File: config.mk
export PLATFORM = sky130hd
export DESIGN_NAME = adder_slice_sched_flat
export DESIGN_NICKNAME = d
export VERILOG_FILES = /design/src/rtl/adder_slice_sched_if.sv /design/src/rtl/adder_slice_sched.sv /design/src/flat_wrapper.sv
export SDC_FILE = /design/constraint.sdc
export NUM_CORES = 1
export LEC_CHECK = 0
export BUFFER_PORTS_ARGS = -buffer_cell sky130_fd_sc_hd__buf_4
export CORE_MARGIN = 1
export CORE_UTILIZATION = 52
export CTS_CLUSTER_DIAMETER = 50
export DETAILED_ROUTE_END_ITERATION = 8
export PLACE_DENSITY = 0.89
export SYNTH_ARGS = -nofsm -noshare
export SYNTH_HDL_FRONTEND = slang
export SYNTH_SLANG_ARGS = --single-unit
File: constraint.sdc
create_clock -name clk -period 4.1 [get_ports clk]
set_input_delay 0.205 -clock clk [delete_from_list [all_inputs] [get_ports clk]]
set_output_delay 0.205 -clock clk [all_outputs]
set_load 0.02 [all_outputs]
File: src/rtl/adder_slice_sched_if.sv
// Bundles the two requester channels, the response channel and the shared
// 3-bit adder slice connection.
interface adder_slice_sched_if #(
   parameter int unsigned WIDTH = 12
);
   logic             req0_valid;
   logic             req0_ready;
   logic [WIDTH-1:0] req0_a;
   logic [WIDTH-1:0] req0_b;
   logic             req0_cin;

   logic             req1_valid;
   logic             req1_ready;
   logic [WIDTH-1:0] req1_a;
   logic [WIDTH-1:0] req1_b;
   logic             req1_cin;

   logic             rsp_valid;
   logic             rsp_ready;
   logic             rsp_id;
   logic [WIDTH-1:0] rsp_sum;
   logic             rsp_cout;

   logic [2:0]       slc_a;
   logic [2:0]       slc_b;
   logic             slc_cin;
   logic [2:0]       slc_sum;
   logic             slc_cout;

   // Environment side: requesters, response consumer and the adder slice.
   modport master (
      output req0_valid, req0_a, req0_b, req0_cin,
      input  req0_ready,
      output req1_valid, req1_a, req1_b, req1_cin,
      input  req1_ready,
      input  rsp_valid, rsp_id, rsp_sum, rsp_cout,
      output rsp_ready,
      input  slc_a, slc_b, slc_cin,
      output slc_sum, slc_cout
   );

   // Scheduler side.
   modport slave (
      input  req0_valid, req0_a, req0_b, req0_cin,
      output req0_ready,
      input  req1_valid, req1_a, req1_b, req1_cin,
      output req1_ready,
      output rsp_valid, rsp_id, rsp_sum, rsp_cout,
      input  rsp_ready,
      output slc_a, slc_b, slc_cin,
      input  slc_sum, slc_cout
   );
endinterface

File: src/rtl/adder_slice_sched.sv
// Round-robin scheduler that time-shares one external 3-bit ripple adder slice
// between two requesters, executing each WIDTH-bit add LSB chunk first.
module adder_slice_sched #(
   parameter int unsigned WIDTH = 12
) (
   input  logic              clk,
   input  logic              rst_n,
   adder_slice_sched_if.slave bus
);
   localparam int unsigned NCHUNK = WIDTH / 3;
   localparam int unsigned IDX_W  = (NCHUNK > 1) ? $clog2(NCHUNK) : 1;
   localparam logic [IDX_W-1:0] LAST_IDX = IDX_W'(NCHUNK - 1);

   typedef enum logic [1:0] {IDLE, RUN, DONE} state_t;

   state_t           state;
   logic [IDX_W-1:0] idx;
   logic             last_grant;
   logic [WIDTH-1:0] a_reg;
   logic [WIDTH-1:0] b_reg;
   logic             carry;
   logic             rsp_valid_q;
   logic             rsp_id_q;
   logic [WIDTH-1:0] rsp_sum_q;
   logic             rsp_cout_q;
   logic             gnt0;
   logic             gnt1;

   // Grants only in IDLE; on a tie the requester not served last wins.
   always_comb begin
      gnt0 = 1'b0;
      gnt1 = 1'b0;
      if (rst_n && state == IDLE) begin
         gnt0 = bus.req0_valid && (!bus.req1_valid || last_grant);
         gnt1 = bus.req1_valid && (!bus.req0_valid || !last_grant);
      end
   end

   // Operand registers shift right each chunk, so the active chunk is always bits [2:0].
   always_comb begin
      bus.slc_a   = 3'd0;
      bus.slc_b   = 3'd0;
      bus.slc_cin = 1'b0;
      if (state == RUN) begin
         bus.slc_a   = a_reg[2:0];
         bus.slc_b   = b_reg[2:0];
         bus.slc_cin = carry;
      end
   end

   assign bus.req0_ready = gnt0;
   assign bus.req1_ready = gnt1;
   assign bus.rsp_valid  = rsp_valid_q;
   assign bus.rsp_id     = rsp_id_q;
   assign bus.rsp_sum    = rsp_sum_q;
   assign bus.rsp_cout   = rsp_cout_q;

   always_ff @(posedge clk) begin
      if (!rst_n) begin
         state       <= IDLE;
         idx         <= '0;
         last_grant  <= 1'b1;
         a_reg       <= '0;
         b_reg       <= '0;
         carry       <= 1'b0;
         rsp_valid_q <= 1'b0;
         rsp_id_q    <= 1'b0;
         rsp_sum_q   <= '0;
         rsp_cout_q  <= 1'b0;
      end else begin
         case (state)
            IDLE: begin
               if (gnt0 || gnt1) begin
                  a_reg      <= gnt1 ? bus.req1_a   : bus.req0_a;
                  b_reg      <= gnt1 ? bus.req1_b   : bus.req0_b;
                  carry      <= gnt1 ? bus.req1_cin : bus.req0_cin;
                  rsp_id_q   <= gnt1;
                  last_grant <= gnt1;
                  idx        <= '0;
                  state      <= RUN;
               end
            end
            RUN: begin
               // Each chunk result enters at the top; after NCHUNK shifts it is in place.
               a_reg     <= a_reg >> 3;
               b_reg     <= b_reg >> 3;
               carry     <= bus.slc_cout;
               rsp_sum_q <= (rsp_sum_q >> 3) | (WIDTH'(bus.slc_sum) << (WIDTH - 3));
               if (idx == LAST_IDX) begin
                  idx         <= '0;
                  rsp_cout_q  <= bus.slc_cout;
                  rsp_valid_q <= 1'b1;
                  state       <= DONE;
               end else begin
                  idx <= idx + IDX_W'(1);
               end
            end
            DONE: begin
               if (bus.rsp_ready) begin
                  rsp_valid_q <= 1'b0;
                  state       <= IDLE;
               end
            end
            default: state <= IDLE;
         endcase
      end
   end
endmodule
File: src/flat_wrapper.sv
// flat-port wrapper written by rule: the top's interface ports become plain ports
module adder_slice_sched_flat 
#(
   parameter int unsigned WIDTH = 12
)
  (clk, rst_n, bus_req0_valid, bus_req0_a, bus_req0_b, bus_req0_cin, bus_req0_ready, bus_req1_valid, bus_req1_a, bus_req1_b, bus_req1_cin, bus_req1_ready, bus_rsp_valid, bus_rsp_id, bus_rsp_sum, bus_rsp_cout, bus_rsp_ready, bus_slc_a, bus_slc_b, bus_slc_cin, bus_slc_sum, bus_slc_cout);
  adder_slice_sched_if #(.WIDTH(WIDTH)) bus_i ();
  input  logic clk;
  input  logic rst_n;
  input wire logic [$bits(bus_i.req0_valid)-1:0] bus_req0_valid;
  input wire logic [$bits(bus_i.req0_a)-1:0] bus_req0_a;
  input wire logic [$bits(bus_i.req0_b)-1:0] bus_req0_b;
  input wire logic [$bits(bus_i.req0_cin)-1:0] bus_req0_cin;
  output wire logic [$bits(bus_i.req0_ready)-1:0] bus_req0_ready;
  input wire logic [$bits(bus_i.req1_valid)-1:0] bus_req1_valid;
  input wire logic [$bits(bus_i.req1_a)-1:0] bus_req1_a;
  input wire logic [$bits(bus_i.req1_b)-1:0] bus_req1_b;
  input wire logic [$bits(bus_i.req1_cin)-1:0] bus_req1_cin;
  output wire logic [$bits(bus_i.req1_ready)-1:0] bus_req1_ready;
  output wire logic [$bits(bus_i.rsp_valid)-1:0] bus_rsp_valid;
  output wire logic [$bits(bus_i.rsp_id)-1:0] bus_rsp_id;
  output wire logic [$bits(bus_i.rsp_sum)-1:0] bus_rsp_sum;
  output wire logic [$bits(bus_i.rsp_cout)-1:0] bus_rsp_cout;
  input wire logic [$bits(bus_i.rsp_ready)-1:0] bus_rsp_ready;
  output wire logic [$bits(bus_i.slc_a)-1:0] bus_slc_a;
  output wire logic [$bits(bus_i.slc_b)-1:0] bus_slc_b;
  output wire logic [$bits(bus_i.slc_cin)-1:0] bus_slc_cin;
  input wire logic [$bits(bus_i.slc_sum)-1:0] bus_slc_sum;
  input wire logic [$bits(bus_i.slc_cout)-1:0] bus_slc_cout;
  assign bus_i.req0_valid = bus_req0_valid;
  assign bus_i.req0_a = bus_req0_a;
  assign bus_i.req0_b = bus_req0_b;
  assign bus_i.req0_cin = bus_req0_cin;
  assign bus_req0_ready = bus_i.req0_ready;
  assign bus_i.req1_valid = bus_req1_valid;
  assign bus_i.req1_a = bus_req1_a;
  assign bus_i.req1_b = bus_req1_b;
  assign bus_i.req1_cin = bus_req1_cin;
  assign bus_req1_ready = bus_i.req1_ready;
  assign bus_rsp_valid = bus_i.rsp_valid;
  assign bus_rsp_id = bus_i.rsp_id;
  assign bus_rsp_sum = bus_i.rsp_sum;
  assign bus_rsp_cout = bus_i.rsp_cout;
  assign bus_i.rsp_ready = bus_rsp_ready;
  assign bus_slc_a = bus_i.slc_a;
  assign bus_slc_b = bus_i.slc_b;
  assign bus_slc_cin = bus_i.slc_cin;
  assign bus_i.slc_sum = bus_slc_sum;
  assign bus_i.slc_cout = bus_slc_cout;
  adder_slice_sched #(.WIDTH(WIDTH)) u_core (.clk(clk), .rst_n(rst_n), .bus(bus_i));
endmodule
==> metrics.csv, run 1 <==
metric,value,unit
finish.instance_area,2790,um2
tightestPinTransition,0.8486,ns
antennaDiodeCount,0,
clk_latency,0.30,ns
clock.fmax,0.4903,GHz
cts_tree,yes,
ys_seq_area_frac,0.4270,
drive_gt1_frac,0.2883,
worstPathRequired,3.89,ns
grt_max_degree,37,
grt_pass1_vias,1835,
grt.total_usage,0.2420,
slowest_delay,0.72,ns
hold_path_class,in2reg,
regArea,900.9,um2
criticalPathCategory,reg2out,
area_growth,32.27,%
ir_worst_vdd,0.2285,mV
setup_viol,0,
setup.worst_path.end_class,output pin,
synth_area,2110,um2
post-place-cells,366,
totalWireLength,4956,um
drt-initial-drc-count,125,
finClkSkew,0.007702,ns
syn_area_per_cell,8.371,um2
dp_hpwl,3658,um
worstPathArrival,1.83,ns
ant_nets,0,
dieWidth,65.69,um
portBuffers,82,
layout_commonest_cell,buf_4,
wl_per_cell,13.25,um
tns,0,ns
cp.depth,3,
layout.nets,385,
status,"complete, no violations",
crit_family,simple AND/OR/NAND/NOR gates,
initial_core_util,0.5594,
cts_resized,0,
holdBufCountCts,0,
vias_per_cell,5.414,
p_per_area,333.9,nW/um2
antenna_found_initial,0,
cts_buffers,5,
clk_pin_slew_worst_paths,0.08,ns
ys_seq_elements,45,
final_util,0.7399,
die-area,4315,um2
synthDistinctLibCells,31,
overflow,0,
cts_root_buf,clkbuf_8,
hold_path_depth,3,
min_period,2.039,ns
rows,22,
place_area,2706,um2
p_leak,1.253,nW
dr.pass1.iters,4,
r2r_cells,3,
ys_warn_count,0,
drv_cap,0,
cp_max_fo,24,
clk_path_buf_depth,2,
max_slew_margin,0.4343,
final_hold_viol_count,0,
io_pins,83,
mostFrequentLayoutCells,"buf_4, nand2_1, dfxtp_1",
grt_setup_unrepaired,no,
post-place-ws,2.224,ns
slew_violations,0,
place_congestion,0.7896,
multi_input_area,1059,um2
hold_slack,0.1440,ns
cts_max_level,2,
die_y,65.69,um
r2r_slack,2.20,ns
clock_sinks,45,
final.period_utilization,0.4974,
coreArea,3771,um2
power.total,931.6,uW
vias,2025,
drc,0,
cp_slowest_cell,nand2b_1,
postCtsSetupRepairBufs,0,
synthesis.nets,312,
instances_no_fill,374,
num-fill-cells,308,
layout_setup_ws,2.061,ns
grt_first_pass_wirelength,7928,um
crit_chain,nand2b_1 > nor2_1 > buf_4,
netlist_instances,252,
cp-start-kind,flip-flop,
crit_buf_inv,1,
## tightest hold or removal path, cell delays in order
cell and delay [ns]:
buf_4 0.09, nand2_1 0.05, o221ai_1 0.06
## report_power, final
group	total, mW	leakage [nW]	switching (mW)	internal (mW)
Sequential	0.487	0.370	0.0179	0.469
Combinational	0.178	0.845	0.0901	0.0879
Clock	0.267	0.0385	0.146	0.121
Total	0.932	1.25	0.254	0.677
## per-layer routing
metal	up-vias	track usage	routed length, um
met5	-	0	0
met2	67	0.4401	2558
met4	0	0.1087	78
li1	1020	-	-
met1	929	0.2738	2014
met3	9	0.03646	304
## worst paths after layout
check                        startpoint                    end
setup reg to reg        u_core.state[1]       u_core.b_reg[10]
setup / recovery        u_core.state[1]            bus_slc_cin
hold reg to reg   u_core.bus.rsp_sum[1]  u_core.bus.rsp_sum[1]
hold / removal             bus_slc_cout           u_core.carry
## final cells by class
| type | instances | share of cell area |
|---|---|---|
| clock inverters | 1 | 0.002691 |
| inverters | 15 | 0.02018 |
| flip-flops and latches | 45 | 0.3229 |
| multi-input cells | 174 | 0.3794 |
| clock buffers | 7 | 0.02735 |
| well taps | 48 | 0.02152 |
| repair buffers | 84 | 0.2260 |
## cells in the mapped netlist (all sizes together)
cell type	n	area share
a21bo	1	0.0047
a21boi	16	0.057
a21oi	2	0.0047
a22oi	2	0.0071
a311oi	6	0.025
and2	1	0.0030
and3b	1	0.0042
buf	9	0.028
clkbuf	9	0.016
dfxtp	45	0.43
ha	1	0.0059
inv	15	0.027
mux2i	19	0.090
nand2	60	0.11
nand2b	3	0.0089
nand3	7	0.017
nor2	20	0.036
nor2b	3	0.0089
nor3	1	0.0024
o211ai	3	0.011
o21ai	3	0.0071
o21ba	1	0.0047
o221ai	19	0.079
o2bb2ai	1	0.0042
or2	1	0.0042
or3	1	0.0030
or3b	2	0.0083
## cells by family (layout without fill, tap and decap cells)
logic type               count (synthesis)  count (layout)  synth area share
AO/OA/AOI/OAI                           54              54            0.2040
multiplexers                            19              19           0.09015
flip-flops                              45              45            0.4270
AND/OR/NAND/NOR                        100             100            0.2017
buffers and inverters                   33             107           0.07117
adder cells (fa/ha/maj)                  1               1          0.005930
Power figures use the tool's default switching activity.
==> run 2, diff against run 1 <==
--- a/config.mk
+++ b/config.mk
@@ -5,12 +5,13 @@
 export SDC_FILE = /design/constraint.sdc
 export NUM_CORES = 1
 export LEC_CHECK = 0
+export ABC_AREA = 1
 export BUFFER_PORTS_ARGS = -buffer_cell sky130_fd_sc_hd__buf_4
 export CORE_MARGIN = 1
-export CORE_UTILIZATION = 52
+export CORE_UTILIZATION = 51
 export CTS_CLUSTER_DIAMETER = 50
 export DETAILED_ROUTE_END_ITERATION = 8
-export PLACE_DENSITY = 0.89
+export PLACE_DENSITY = 0.85
 export SYNTH_ARGS = -nofsm -noshare
 export SYNTH_HDL_FRONTEND = slang
 export SYNTH_SLANG_ARGS = --single-unit
==> constraint.sdc (replaced) <==
create_clock -name clk -period 1.9 [get_ports clk]
set_input_delay 0.095 -clock clk [delete_from_list [all_inputs] [get_ports clk]]
set_output_delay 0.095 -clock clk [all_outputs]
set_load 0.02 [all_outputs]
==> run 2 against run 1 <==
Combinational power rose to 3.2 times the previous value. Flip-flop and latch count is the same. Critical path depth is 2 higher. Clock skew shrank 0.0018 ns. Critical path type unchanged. Sequential share of layout area down 4.6 points. Clock power rose to 2.7 times the previous value. Critical endpoint is now bus_req1_ready. Synthesized cell count increased by 43%. Utilization decreased by 5.2 points. Total power increased to 2.5 times the previous value. First-iteration DRC count increased by 63%. Via count increased by 22%.
==> metrics.csv, run 2 <==
metric,value,unit,change
dieWidth,72.14,um,+9.8%
overflow,0,,unchanged
antenna_found_initial,0,,unchanged
cp_slowest_cell,dfxtp_1,,
vias_per_cell,4.862,,-10%
vias,2465,,+22%
grt.total_usage,0.2414,,-0.0006886
clk_latency,0.30,ns,about the same
slowest_delay,0.37,ns,-0.35 ns
tns,0,ns,unchanged
portBuffers,82,,unchanged
crit_family,simple AND/OR/NAND/NOR gates,,
grt_max_degree,37,,unchanged
synth_xor_area_frac,0,,unchanged
layout_commonest_cell,nand2_1,,
ir_worst_vdd,0.4606,mV,+100%
dp_hpwl,4297,um,+17%
synth.area.mux_share,0,,-0.09015
rows,25,,+14%
drive_gt1_frac,0.2818,,-0.006525
synthDistinctLibCells,25,,-19%
min_period,1.767,ns,
setup.worst_path.end_class,output pin,,
p_per_area,721.0,nW/um2,+120%
die_y,72.14,um,+9.8%
clk_path_buf_depth,2,,unchanged
worstPathRequired,1.80,ns,-2.09 ns
regToRegEndpoint,u_core.b_reg[11],,
cts_max_level,2,,unchanged
antennaDiodeCount,0,,unchanged
cp-start-kind,flip-flop,,
reg2reg_from,u_core.state[1],,
ys_warn_count,0,,unchanged
drc,0,,unchanged
synth_ff_type,dfxtp_1,,
finClkSkew,0.005933,ns,-0.001769 ns
synth_area,2509,um2,+19%
power.total,2.342,mW,+150%
clock.fmax,0.5660,GHz,
synthTopCellsByCount,"nand2_1, inv_1, nand3_1",,
cts_tree,yes,,
layout.nets,499,,+30%
cts_buffers,5,,unchanged
synth-compound-area-share,0.1287,,-0.07535
synthSimpleGateAreaFrac,0.3691,,+0.1674
coreArea,4723,um2,+25%
synthesis.nets,421,,+35%
cts_resized,0,,unchanged
synth_edf_count,0,,unchanged
synth_largest_area_cell,dfxtp_1,,
hold_path_depth,3,,unchanged
clock_sinks,45,,unchanged
worst_path_most_repeated_cell,buf_4,,
syn_area_per_cell,6.949,um2,-17%
place_congestion,0.8023,,+1.6%
totalWireLength,5988,um,+21%
num-fill-cells,407,,+32%
setup_viol,0,,unchanged
initial_core_util,0.5311,,-0.02826
ys_seq_elements,45,,unchanged
synthTopCellsByArea,"dfxtp_1, nand2_1, nand3_1, inv_1, nor2_1",,
synth_adder_area_share,0.004988,,-0.0009437
area_growth,29.48,%,
grt_setup_unrepaired,no,,
ant_nets,0,,unchanged
yosysMostFrequentCell,nand2_1,,
drv_cap,0,,unchanged
io_pins,83,,unchanged
final.period_utilization,0.9298,,
postCtsSetupRepairBufs,0,,unchanged
r2r_cells,8,,+5
grt_first_pass_wirelength,9811,um,+24%
crit_chain,nor2_2 > nand2_4 > nor2_8 > buf_4 > buf_4,,
p_leak,1.689,nW,+35%
die-area,5203,um2,+21%
max_slew_margin,0.7556,,+0.3213
wl_per_cell,11.81,um,-11%
slew_violations,0,,unchanged
holdPathEnd,u_core.bus.rsp_sum[10],,
async_flop_share,0,,unchanged
synth_top_family_by_area,simple AND/OR/NAND/NOR gates,,
cp_max_fo,23,,-4.2%
r2r_slack,0.27,ns,-1.93 ns
crit_buf_inv,2,,+1
drt-initial-drc-count,204,,+63%
holdBufCountCts,0,,unchanged
clk_pin_slew_worst_paths,0.08,ns,about the same
grt_pass1_vias,2188,,+19%
final_hold_viol_count,0,,unchanged
netlist_instances,361,,+43%
min_from,bus_slc_sum[1],,
yosys.area.top_type_share,0.3591,,-0.06794
hold_path_class,in2reg,,
mostFrequentLayoutCells,"nand2_1, buf_4, inv_1",,
ys_seq_area_frac,0.3591,,-0.06794
dr.pass1.iters,4,,unchanged
tightestPinTransition,0.3666,ns,-0.4820 ns
criticalPathCategory,reg2out,,
worstPathArrival,1.67,ns,-0.16 ns
status,"complete, no violations",,
cts_root_buf,clkbuf_8,,
## run 2: cell count changes after synthesis, moves of 7 or more
| cell | delta |
|---|---|
| nand2_1 | +36 |
| o21ai_0 | +12 |
| o21bai_1 | +12 |
| a21oi_1 | +9 |
| nor2_1 | +12 |
| o21bai_2 | +7 |
| inv_1 | +36 |
| nand3_2 | +10 |
| nand3_1 | +42 |
| mux2i_1 | -19 |
| o221ai_1 | -19 |
| a21boi_0 | -15 |
## run 2: power by group
part	switching [mW]	internal [mW]
logic	0.319	0.247
registers	0.0403	1.01
clock network	0.327	0.395
## run 2: worst max-delay path by stage
stage	startpoint	end	slack (ns)	cells after the start
after floorplan	u_core.state[1]	u_core.a_reg[0]	0.52	9
after global placement	u_core.state[1]	u_core.a_reg[10]	0.37	8
after detailed placement	u_core.state[1]	u_core.a_reg[10]	0.27	8
after CTS	u_core.state[1]	bus_req1_ready	0.11	5
after global routing	u_core.state[1]	bus_req1_ready	0.03	5
final	u_core.state[1]	bus_req1_ready	0.13	5
## run 2: layer usage
layer  track usage  wire length, um  up-vias  part of all wire
met5             0                0        -                 0
met1        0.3042             2679     1109              0.45
met4       0.07190               86        0             0.014
li1              -                -     1282                 -
met2        0.4174             2915       66              0.49
met3       0.04722              307        8             0.051
## run 2: kinds of logic (layout without fill, tap and decap cells)
group           after synthesis  in the layout
simple gates                196            196
fa+ha+maj                     1              1
flops                        45             45
compound gates               47             47
buf+inv                      72            151
## run 2: through the flow
step | cell area [um2] | cells | worst slack [ns] | hold WS, ns | util
CTS | 3248 | 507 | 0.1107 | 0.01212 | 0.6877
global route | 3248 | 507 | 0.03186 | 0.01713 | 0.6877
global placement | 3137 | 499 | 0.3704 | 0.3178 | 0.6641
floorplan | 2509 | 361 | 0.5220 | 0.2299 | -
detailed placement | 3137 | 499 | 0.2698 | 0.3260 | 0.6641
finish | 3248 | 507 | 0.1333 | 0.01187 | 0.6877
## run 2: worst min-delay path, cell delays in order
cell	delay [ns]
buf_4	0.08
nor2_1	0.03
nor2_1	0.08
## run 2: cell type report
class                      instances  area, um2  share of cell area
multi-input combinational        244       1261              0.3883
sequential                        45      900.9              0.2773
timing repair buffer              91      695.7              0.2142
inverter                          52      195.2             0.06009
tap                               67      83.83             0.02581
clock buffer                       6      72.57             0.02234
clock inverter                     2      38.79             0.01194
==> run 3, diff against run 2 <==
--- a/config.mk
+++ b/config.mk
@@ -6,12 +6,13 @@
 export NUM_CORES = 1
 export LEC_CHECK = 0
 export ABC_AREA = 1
+export ABC_CLOCK_PERIOD_IN_PS = 1900
 export BUFFER_PORTS_ARGS = -buffer_cell sky130_fd_sc_hd__buf_4
 export CORE_MARGIN = 1
-export CORE_UTILIZATION = 51
+export CORE_UTILIZATION = 35
 export CTS_CLUSTER_DIAMETER = 50
 export DETAILED_ROUTE_END_ITERATION = 8
-export PLACE_DENSITY = 0.85
+export PLACE_DENSITY = 0.63
 export SYNTH_ARGS = -nofsm -noshare
 export SYNTH_HDL_FRONTEND = slang
 export SYNTH_SLANG_ARGS = --single-unit
==> run 3 against run 2 <==
Final cell count increased by 5.7%. Flip-flop and latch count unchanged. Die area increased by 44%. Cell area increased by 0.50%. Non-clock buffer count unchanged. Critical path depth unchanged. Total power decreased by 5.5%. Sequential power about the same. Combinational power about the same. Clock power decreased by 18%. Global-route usage decreased by 6.9 points.
==> metrics.csv, run 3 (synthesis gave the netlist of run 2 again) <==
metric,value,unit,change
slew_violations,0,,unchanged
die_y,86.66,um,+20%
setup.worst_path.end_class,output pin,,
grt_use_met1,0.2138,,-0.09037
cts_root_buf,clkbuf_8,,
hold_slack,0.01839,ns,+0.006515 ns
area_growth,30.12,%,
coreArea,6869,um2,+45%
cp.depth,5,,unchanged
clk_latency,0.30,ns,about the same
vias_per_cell,4.537,,-6.7%
clock.fmax,0.5701,GHz,+0.71%
r2r_cells,8,,unchanged
hold_path_depth,3,,unchanged
wl_per_cell,11.48,um,-2.8%
finClkSkew,0.008033,ns,+0.002099 ns
setup_viol,0,,unchanged
use_met3,0.03810,,-0.009127
layout_commonest_cell,nand2_1,,
die-area,7510,um2,+44%
clk_path_buf_depth,2,,unchanged
slowest_delay,0.37,ns,about the same
totalWireLength,6151,um,+2.7%
tns,0,ns,unchanged
layout.nets,499,,unchanged
criticalPathCategory,reg2out,,
crit_chain,nor2_2 > nand2_4 > nor2_8 > buf_4 > buf_4,,
grt.total_usage,0.1721,,-0.06930
ir_worst_vdd,0.3737,mV,-19%
final.period_utilization,0.9233,,-0.006583
rows,30,,+20%
min_period,1.754,ns,-0.01251 ns
io_pins,83,,unchanged
cts_max_level,2,,unchanged
dieWidth,86.66,um,+20%
cp_max_fo,22,,-4.3%
top_usage_layer,met2,,
grt_setup_unrepaired,no,,
holdBufCountCts,0,,unchanged
ant_nets,0,,unchanged
worstPathArrival,1.66,ns,about the same
p_leak,1.669,nW,-1.2%
drive_gt1_frac,0.2841,,+0.002273
final_hold_viol_count,0,,unchanged
crit_family,simple AND/OR/NAND/NOR gates,,
worst_path_most_repeated_cell,buf_4,,
max_slew_margin,0.7174,,-0.03826
portBuffers,82,,unchanged
cp-start-kind,flip-flop,,
vias,2432,,-1.3%
worstPathRequired,1.80,ns,about the same
cp_slowest_cell,dfxtp_1,,
crit_buf_inv,2,,unchanged
hold_path_class,in2reg,,
cts_resized,0,,unchanged
antennaDiodeCount,0,,unchanged
antenna_found_initial,0,,unchanged
drt-initial-drc-count,126,,-38%
cts_buffers,5,,unchanged
clk_pin_slew_worst_paths,0.09,ns,about the same
p_per_area,677.8,nW/um2,-6.0%
initial_core_util,0.3652,,-0.1659
grt_first_pass_wirelength,10260,um,+4.6%
status,"complete, no violations",,
clock_sinks,45,,unchanged
grt_max_degree,37,,unchanged
grt_use_met2,0.3045,,-0.1130
place_congestion,0.7379,,-8.0%
drv_cap,0,,unchanged
tightestPinTransition,0.4235,ns,+0.05693 ns
grt_pass1_vias,2323,,+6.2%
postCtsSetupRepairBufs,0,,unchanged
mostFrequentLayoutCells,"nand2_1, buf_4, inv_1",,
dp_hpwl,4500,um,+4.7%
overflow,0,,unchanged
dr.pass1.iters,4,,unchanged
cts_tree,yes,,
drc,0,,unchanged
==> run 3: changes by cell type in the layout (fill, tap and decap cells not counted) <==
cell	previous run	this run
clkbuf_1	1	0
clkinvlp_4	0	3
bufinv_16	1	0
clkinv_4	1	0
==> run 3: area by class of cell <==
type / instances / area, um2
well taps: 96 / 120.1
flip-flops and latches: 45 / 900.9
repair buffers: 91 / 695.7
multi-input cells: 244 / 1261
fillers: 729 / 3605
inverters: 52 / 195.2
clock inverters: 3 / 22.52
clock buffers: 5 / 68.82
==> run 3: final timing paths <==
check              startpoint                      to  slack (ns)
min            bus_slc_sum[2]  u_core.bus.rsp_sum[11]        0.02
min reg2reg  u_core.a_reg[10]        u_core.a_reg[10]        0.47
max           u_core.state[1]          bus_req1_ready        0.15
max reg2reg   u_core.state[1]         u_core.b_reg[9]        0.29
==> run 3: worst register-to-register path, delay by kind of cell, from the launching register on <==
kind / cells / cell delay [ns]
and+or+nand+nor: 6 / 0.81
DFF: 1 / 0.37
buffers and inverters: 1 / 0.22
AOI/OAI and AO/OA: 1 / 0.13
==> run 3: metal layers <==
| metal | routed length (um) | vias to the layer above |
|---|---|---|
| met2 | 2959 | 47 |
| met5 | 0 | - |
| li1 | - | 1281 |
| met3 | 250 | 2 |
| met4 | 25 | 0 |
| met1 | 2915 | 1102 |
==> run 3: per-stage QoR <==
step	setup WS, ns	util	instance area (um2)	instances	power (mW)
floorplan	0.5220	-	2509	361	1.441
global placement	0.3609	0.4619	3173	528	1.635
detailed placement	0.2788	0.4619	3173	528	1.647
CTS	0.1131	0.4752	3264	536	2.244
global route	0.03941	0.4752	3264	536	2.347
finish	0.1458	0.4752	3264	536	2.213
==> run 3: power by group <==
group	leakage (nW)	switching (mW)	total [mW]	internal, mW
clock network	0.0364	0.337	0.595	0.258
registers	0.369	0.0393	1.05	1.01
logic	1.26	0.317	0.564	0.247
